## src/rtl/count_monitor.sv

```systemverilog
// rtl/count_monitor.sv - checks that count_in advances by +1 mod 2^WIDTH, reports wraps and errors
// Optional capture of expected/actual values on the first violation: COUNT_MON_CAPTURE_EN
module count_monitor #(
   parameter int WIDTH      = 2,
   parameter int CNT_W      = 8,
   parameter int ALLOW_HOLD = 0
) (
   input  logic             clk,
   input  logic             rst_n,
   input  logic [WIDTH-1:0] count_in,
   input  logic             clr,
   output logic             wrap_pulse,
   output logic [CNT_W-1:0] wrap_cnt,
   output logic             err,
   output logic             err_pulse,
   output logic [CNT_W-1:0] err_cnt,
   output logic [1:0]       state
`ifdef COUNT_MON_CAPTURE_EN
   ,
   output logic [WIDTH-1:0] err_exp,
   output logic [WIDTH-1:0] err_act
`endif
);

   typedef enum logic [1:0] {
      IDLE  = 2'b00,
      TRACK = 2'b01,
      ERROR = 2'b10
   } state_t;

   localparam logic [WIDTH-1:0] MAX     = {WIDTH{1'b1}};
   localparam logic [CNT_W-1:0] CNT_MAX = {CNT_W{1'b1}};

   state_t           cur;
   logic [WIDTH-1:0] prev;
   logic [WIDTH-1:0] exp_val;
   logic             is_next;
   logic             is_hold;

   assign exp_val = prev + WIDTH'(1);
   assign is_next = (count_in == exp_val);
   assign is_hold = (ALLOW_HOLD != 0) && (count_in == prev);
   assign state   = cur;

   always_ff @(posedge clk or negedge rst_n) begin
      if (!rst_n) begin
         cur        <= IDLE;
         prev       <= '0;
         wrap_pulse <= 1'b0;
         wrap_cnt   <= '0;
         err        <= 1'b0;
         err_pulse  <= 1'b0;
         err_cnt    <= '0;
`ifdef COUNT_MON_CAPTURE_EN
         err_exp    <= '0;
         err_act    <= '0;
`endif
      end else if (clr) begin
         // clr wins over any wrap or mismatch seen on the same sample
         cur        <= IDLE;
         prev       <= '0;
         wrap_pulse <= 1'b0;
         wrap_cnt   <= '0;
         err        <= 1'b0;
         err_pulse  <= 1'b0;
         err_cnt    <= '0;
`ifdef COUNT_MON_CAPTURE_EN
         err_exp    <= '0;
         err_act    <= '0;
`endif
      end else begin
         prev       <= count_in;
         wrap_pulse <= 1'b0;
         err_pulse  <= 1'b0;
         case (cur)
            IDLE: cur <= TRACK;
            TRACK: begin
               if (is_next) begin
                  if (prev == MAX) begin
                     wrap_pulse <= 1'b1;
                     if (wrap_cnt != CNT_MAX) wrap_cnt <= wrap_cnt + CNT_W'(1);
                  end
               end else if (!is_hold) begin
                  // TRACK is left for good, so this is always the first violation
                  err_pulse <= 1'b1;
                  err       <= 1'b1;
                  if (err_cnt != CNT_MAX) err_cnt <= err_cnt + CNT_W'(1);
                  cur       <= ERROR;
`ifdef COUNT_MON_CAPTURE_EN
                  err_exp   <= exp_val;
                  err_act   <= count_in;
`endif
               end
            end
            ERROR: cur <= ERROR;
            default: cur <= IDLE;
         endcase
      end
   end

endmodule

```

## config.mk

```make
export PLATFORM = sky130hd
export DESIGN_NAME = count_monitor
export DESIGN_NICKNAME = d
export VERILOG_FILES = /design/src/rtl/count_monitor.sv
export SDC_FILE = /design/constraint.sdc
export NUM_CORES = 1
export LEC_CHECK = 0
export CORE_ASPECT_RATIO = 0.8
export CORE_MARGIN = 2
export CORE_UTILIZATION = 30
export DETAILED_ROUTE_END_ITERATION = 6
export DONT_BUFFER_PORTS = 1
export PLACE_DENSITY = 0.42
export SLEW_MARGIN = 10
export SYNTH_ARGS = -nofsm -noshare
export SYNTH_HDL_FRONTEND = slang
export SYNTH_SLANG_ARGS = --single-unit
```

## constraint.sdc

```tcl
create_clock -name clk -period 2.8 [get_ports clk]
set_clock_uncertainty 0.15 [all_clocks]
set_input_delay 0.28 -clock clk [delete_from_list [all_inputs] [get_ports clk]]
set_output_delay 0.28 -clock clk [all_outputs]
set_load 0.05 [all_outputs]
```

==> results.py, run 1 <==
metrics = {
    "power": {
        "p_switching_mw": 0.279,
        "p_clk_share_pct": 26.1,
        "seqPwrFrac_pct": 54.0,
        "peakVddDrop_mv": 0.314,
        "cellLeakagePower_nw": 0.632,
        "p_int_mw": 0.514,
        "swShare_pct": 35.2,
        "pwr_density_cell_nw_per_um2": 544,
        "comb_power_share_pct": 19.9,
    },
    "setup_path": {
        "slowest_delay_ns": 0.57,
        "worstSetupStartpointType": "flip-flop",
        "crit_path_max_fanout": 5,
        "crit_slowest_cell": "dfrtp_1",
        "cp_num_buf_inv": 1,
        "worstSetupPathType": "reg -> reg",
        "path_cells": "inv_1, ha_1, nand4_1, a2111oi_0, nor2_1, a211oi_1",
        "arrival_ns": 2.26,
        "end_kind": "flip-flop",
        "crit_required_ns": 2.82,
        "critical_path.top_delay_family": "compound AO/OA/AOI/OAI gates",
    },
    "placed_design": {
        "dpl.cell_count": 186,
        "dpl_cell_area_sq_um": 1340,
        "place_ws_ns": 0.551,
        "place.gp.congestion": 0.731,
        "hpwl_mm": 1.95,
        "io_buffers": 0,
    },
    "sta": {
        "drv_slew": 0,
        "rsz0062_at_grt": "false",
        "worst_slew_margin_rel_pct": 51.4,
        "fin_ws_ns": 0.551,
        "timing.fmax_mhz": 445,
        "tightestPinTransition_ns": 0.726,
        "setup_tns_ns": 0,
        "finalSetupViolCount": 0,
        "hold_viol_final": 0,
        "period_minus_slack_ns": 2.25,
        "fin_crit_sh_pct": 80.3,
    },
    "grt": {
        "track_usage_pct": 13.8,
        "grt_pass1_vias": 960,
        "antenna_found_initial": 0,
        "grt_overflow": 0,
        "grt_pass1_wl_mm": 4.64,
        "grt_max_degree": 24,
    },
    "routing": {
        "drt-vias-per-instance": 4.96,
        "wl_per_cell_microns": 14.3,
        "totalWireLength_mm": 2.80,
        "detail-route-antenna-nets": 0,
        "vias": 972,
        "drtIter0Drc": 34,
        "firstDrtPassIters": 4,
        "drcViolationCount": 0,
    },
    "layout": {
        "drive_above_1_share_pct": 13.5,
        "num_antenna_cells": 0,
        "syn2layout_area_growth_pct": 21.2,
        "n_fill_cell": 411,
        "stdcell_count": 196,
        "fin_nets": 152,
        "final_core_util_pct": 38.1,
        "postLayoutCellArea_sq_um": 1460,
    },
    "floorplan": {
        "die_w_microns": 74.8,
        "ios": 26,
        "core-area_sq_um": 3830,
        "die_area_sq_um": 4540,
        "initial_core_util_pct": 31.4,
        "die_h_microns": 60.7,
        "row_count": 20,
    },
    "synth": {
        "synth-edff-count": 0,
        "synth_top_area_share_pct": 47.8,
        "synthDistinctLibCells": 35,
        "syn-cell-area_sq_um": 1200,
        "ys_seq_area_share_pct": 47.8,
        "yosys.area.top_type": "dfrtp_1",
        "synthTopCellsByArea": "dfrtp_1 48%, ha_1 5.2%, a21oi_1 3.3%, a31oi_1 3.1%, nor2_1 2.8%",
        "synth_nets": 132,
        "synth_ff_type": "dfrtp_1",
        "async_reset_ff_share_pct": 100,
        "yosysWarnings": 0,
        "ys_ff_latch": 23,
        "syn_inst": 122,
        "syn_avg_cell_area_sq_um": 9.87,
    },
    "cts": {
        "cts.htree.levels": 1,
        "clock_latency_ns": 0.26,
        "cts_tree": "yes",
        "cts-hold-fix-buffers": 6,
        "cts_resized": 0,
        "clk_pin_slew_ns": 0.08,
        "cts-root-buf": "clkbuf_8",
        "post_cts_buffers": 0,
        "clock_path_buffers": 2,
        "cts-buffers-inserted": 3,
        "clock-sinks": 23,
    },
    "run_status": {
        "status": "completed",
    },
    "flow_run": {
        "drv_cap": 0,
    },
    "worst_hold_path": {
        "holdCritPathClass": "in -> reg",
    },
}
## cells by family (layout without fill, tap and decap cells)
logic type	after synthesis	count (layout)	synth area share, %
AOI/OAI and AO/OA	31	31	16.2
and+or+nand+nor	44	44	19.8
buffers and inverters	10	29	3.74
xor gates and xnor gates	4	4	2.91
muxes	5	5	4.37
DFF	23	23	47.8
adders and majority gates	5	5	5.20
## final cells by class
class / count / area, sq um / area share [%]
Sequential cell: 23 / 576 / 39.5
Clock buffer: 4 / 45.0 / 3.09
Timing Repair Buffer: 18 / 160 / 11.0
Multi-Input combinational cell: 89 / 583 / 40.0
Inverter: 7 / 26.3 / 1.80
Tap cell: 55 / 68.8 / 4.72
## sequential cells by signal, indices dropped and copies added, names as in the netlist
register and cells:
state 2, wrap_pulse 1, wrap_cnt 8, prev 2, err_pulse 1, err_cnt 8
err 1
## synth_stat cells, types with 3 or more instances
master   count
nor3_1       5
a31oi_1      6
o21a_1       3
nor2b_1      3
inv_1        7
dfrtp_1     23
mux2i_1      3
a21oi_1      8
ha_1         5
nand3_1      5
or3_1        4
o21ai_0      5
nor2_1       9
nand2_1      8
## final timing paths
kind                                 start     endpoint  slack [ns]  cells after the start
min in group asynchronous            rst_n  wrap_cnt[6]        0.29                      2
max in group asynchronous            rst_n   err_cnt[6]        2.06                      2
worst max register to register    state[1]   err_cnt[7]        0.55                      6
worst max-delay path              state[1]   err_cnt[7]        0.55                      6
worst min-delay path                   clr   err_cnt[0]        0.11                      2
worst min register to register  err_cnt[7]   err_cnt[7]        0.47                      3
## placed cells by master (no fill, tap or decap), types with 2 or more instances in the layout
cell type	netlist	routed
mux2i_1	3	3
buf_4	0	12
a31oi_1	6	6
o31ai_1	2	2
nand4_1	2	2
dfrtp_1	23	23
xnor2_1	2	2
a211oi_1	2	2
o21a_1	3	3
nand2_1	8	8
dlygate4sd3_1	0	5
clkbuf_8	0	3
xor2_1	2	2
and4b_1	2	2
nor3_1	5	5
nor2b_1	3	3
o21ai_0	5	5
nor2_1	9	9
ha_1	5	5
or3_1	4	4
a21oi_1	8	8
mux2_2	2	2
nand3_1	5	5
inv_1	7	7
## power by group through the flow
stage / Combinational (mW) / Sequential, mW / Clock (mW)
finish: 0.158 / 0.429 / 0.207
global route: 0.180 / 0.433 / 0.231
CTS: 0.161 / 0.429 / 0.219
detailed placement: 0.140 / 0.436 / 0
global placement: 0.136 / 0.436 / 0
floorplan: 0.0857 / 0.458 / 0
## stage by stage
stage / total power [mW] / hold WS [ns]
global route: 0.845 / 0.110
CTS: 0.809 / 0.104
global placement: 0.572 / -0.165
detailed placement: 0.576 / -0.165
floorplan: 0.544 / -0.166
finish: 0.793 / 0.115
## metal layers
layer / wire, microns / global-route usage (%)
met2: 1230 / 22.1
met1: 1370 / 17.5
met5: 0 / 0
met4: 19 / 2.81
met3: 190 / 6.15
(Power assumes the default switching activity.)
==> run 2, diff against run 1 <==
==> constraint.sdc (replaced) <==
create_clock -name clk -period 2.25 [get_ports clk]
set_clock_uncertainty 0.15 [all_clocks]
set_input_delay 0.225 -clock clk [delete_from_list [all_inputs] [get_ports clk]]
set_output_delay 0.225 -clock clk [all_outputs]
set_load 0.05 [all_outputs]
==> run 2 against run 1 <==
  * Sequential power up 14%
  * Clock-buffer cell count unchanged
  * Global-route usage increased by 0.51 points
  * Utilization is 1.7 points higher
  * Critical path type unchanged
  * Sequential share of layout area is 1.7 points lower
  * Sequential cell count unchanged
  * Wire length increased by 4.8%
  * Via count up 8.3%
  * Die area did not move
==> results.py, run 2 (same netlist as run 1, synthesis figures left out) <==
metrics = {
    "run_status": {
        "status": "completed",
    },
    "setup_path": {
        "worstSetupStartpointType": "flip-flop",
        "worstSetupPathType": "reg -> reg",
        "arrival_ns": 2.15,
        "crit_path_max_fanout": 13,
        "end_kind": "flip-flop",
        "rr_worst_depth": 5,
        "r2r_setup_slack_ns": 0.13,
        "crit_required_ns": 2.28,
    },
    "layout": {
        "largest_registers": "err_cnt (8), wrap_cnt (8)",
        "n_fill_cell": 395,
        "stdcell_count": 204,
        "final_cell_mix": "23 x dfrtp_1, 21 x buf_4, 9 x nor2_1, 8 x nand2_1, 8 x a21oi_1",
        "syn2layout_area_growth_pct": 26.5,
        "num_antenna_cells": 0,
        "register_area_sq_um": 576,
        "fin_nets": 160,
        "final_common_cell": "dfrtp_1",
        "multi_input_area_sq_um": 589,
        "drive_above_1_share_pct": 19.5,
    },
    "cts": {
        "post_cts_buffers": 0,
        "cts_tree": "yes",
        "cts.htree.levels": 1,
        "cts-root-buf": "clkbuf_8",
        "clock-sinks": 23,
        "clk_pin_slew_ns": 0.08,
        "clock_latency_ns": 0.26,
        "clock_path_buffers": 2,
        "cts-buffers-inserted": 3,
    },
    "routing": {
        "totalWireLength_mm": 2.94,
        "drcViolationCount": 0,
        "drt-vias-per-instance": 5.16,
        "firstDrtPassIters": 4,
        "vias": 1053,
        "drtIter0Drc": 44,
        "detail-route-antenna-nets": 0,
        "wl_per_cell_microns": 14.4,
    },
    "floorplan": {
        "core-area_sq_um": 3830,
        "die_h_microns": 60.7,
        "die_w_microns": 74.8,
        "row_count": 20,
        "die_area_sq_um": 4540,
        "initial_core_util_pct": 31.4,
        "ios": 26,
    },
    "power": {
        "pwr_density_cell_nw_per_um2": 672,
        "cellLeakagePower_nw": 0.677,
        "peakVddDrop_mv": 0.486,
        "report.power.total_mw": 1.02,
    },
    "placed_design": {
        "dpl.cell_count": 195,
        "io_buffers": 0,
        "hpwl_mm": 2.11,
        "place.gp.congestion": 0.704,
    },
    "sta": {
        "rsz0062_at_grt": "false",
        "whs_ns": 0.0560,
        "period_minus_slack_ns": 2.12,
        "fin_crit_sh_pct": 94.0,
        "tightestPinTransition_ns": 0.724,
        "worst_slew_margin_rel_pct": 51.6,
        "setup_tns_ns": 0,
        "timing.fmax_mhz": 473,
        "drv_slew": 0,
        "finalSetupViolCount": 0,
        "hold_viol_final": 0,
    },
    "grt": {
        "grt_pass1_wl_mm": 4.89,
        "antenna_found_initial": 0,
        "track_usage_pct": 14.3,
        "grt_overflow": 0,
        "grt_max_degree": 24,
        "grt_pass1_vias": 998,
    },
    "flow_run": {
        "drv_cap": 0,
    },
    "worst_hold_path": {
        "hold_depth": 2,
        "holdCritPathClass": "in -> reg",
    },
}
run 2: changes by cell type in the layout (fill, tap and decap cells not counted):
cell	delta
buf_4	+9
a31oi_1	-1
o311ai_0	-1
o311ai_1	+1
a31oi_2	+1
dlygate4sd3_1	-1
run 2: layout make-up:
type | instances | area share, %
Inverter | 7 | 1.73
Tap cell | 55 | 4.52
Sequential cell | 23 | 37.8
Multi-Input combinational cell | 89 | 38.7
Clock buffer | 4 | 2.96
Timing Repair Buffer | 26 | 14.3
run 2: where the power goes:
part           internal (mW)  switching, mW
Combinational         0.0964          0.178
Clock                  0.126          0.135
Sequential             0.442         0.0461
run 2: worst max-delay path, cell delays in order, from the launching register on:
cell,delay [ns]
dfrtp_1,0.42
ha_1,0.35
xor2_1,0.19
or3_4,0.41
or3_1,0.37
a21oi_1,0.15
run 2: timing repair:
| action | 4_1_cts | 5_1_grt |
|---|---|---|
| setup endpoints to repair | 0 | 5 |
| hold endpoints to repair | 41 | 0 |
| resized for setup | 0 | 2 |
| hold buffers | 5 | 0 |
run 2: metrics by stage:
stage               cell area (sq um)  util [%]  setup WS [ns]
global route                     1520      39.8        0.00210
global placement                 1410      36.9          0.137
floorplan                        1200         -         0.0699
CTS                              1520      39.6         0.0618
finish                           1520      39.8          0.134
detailed placement               1410      36.9         0.0925
run 2: final timing paths:
| kind | start | end |
|---|---|---|
| hold / removal | clr | err_cnt[0] |
| setup reg to reg | prev[0] | wrap_cnt[0] |
| min in group asynchronous | rst_n | wrap_cnt[6] |
| max in group asynchronous | rst_n | err_cnt[0] |
| hold reg to reg | wrap_cnt[4] | wrap_cnt[4] |
| setup / recovery | prev[0] | wrap_cnt[0] |
run 2: routing by layer:
metal,global-route usage (%),vias up,routed length (microns)
li1,-,504,-
met1,20.5,508,1450
met2,21.3,39,1220
met3,5.15,2,250
met4,2.30,0,15
met5,0,-,0
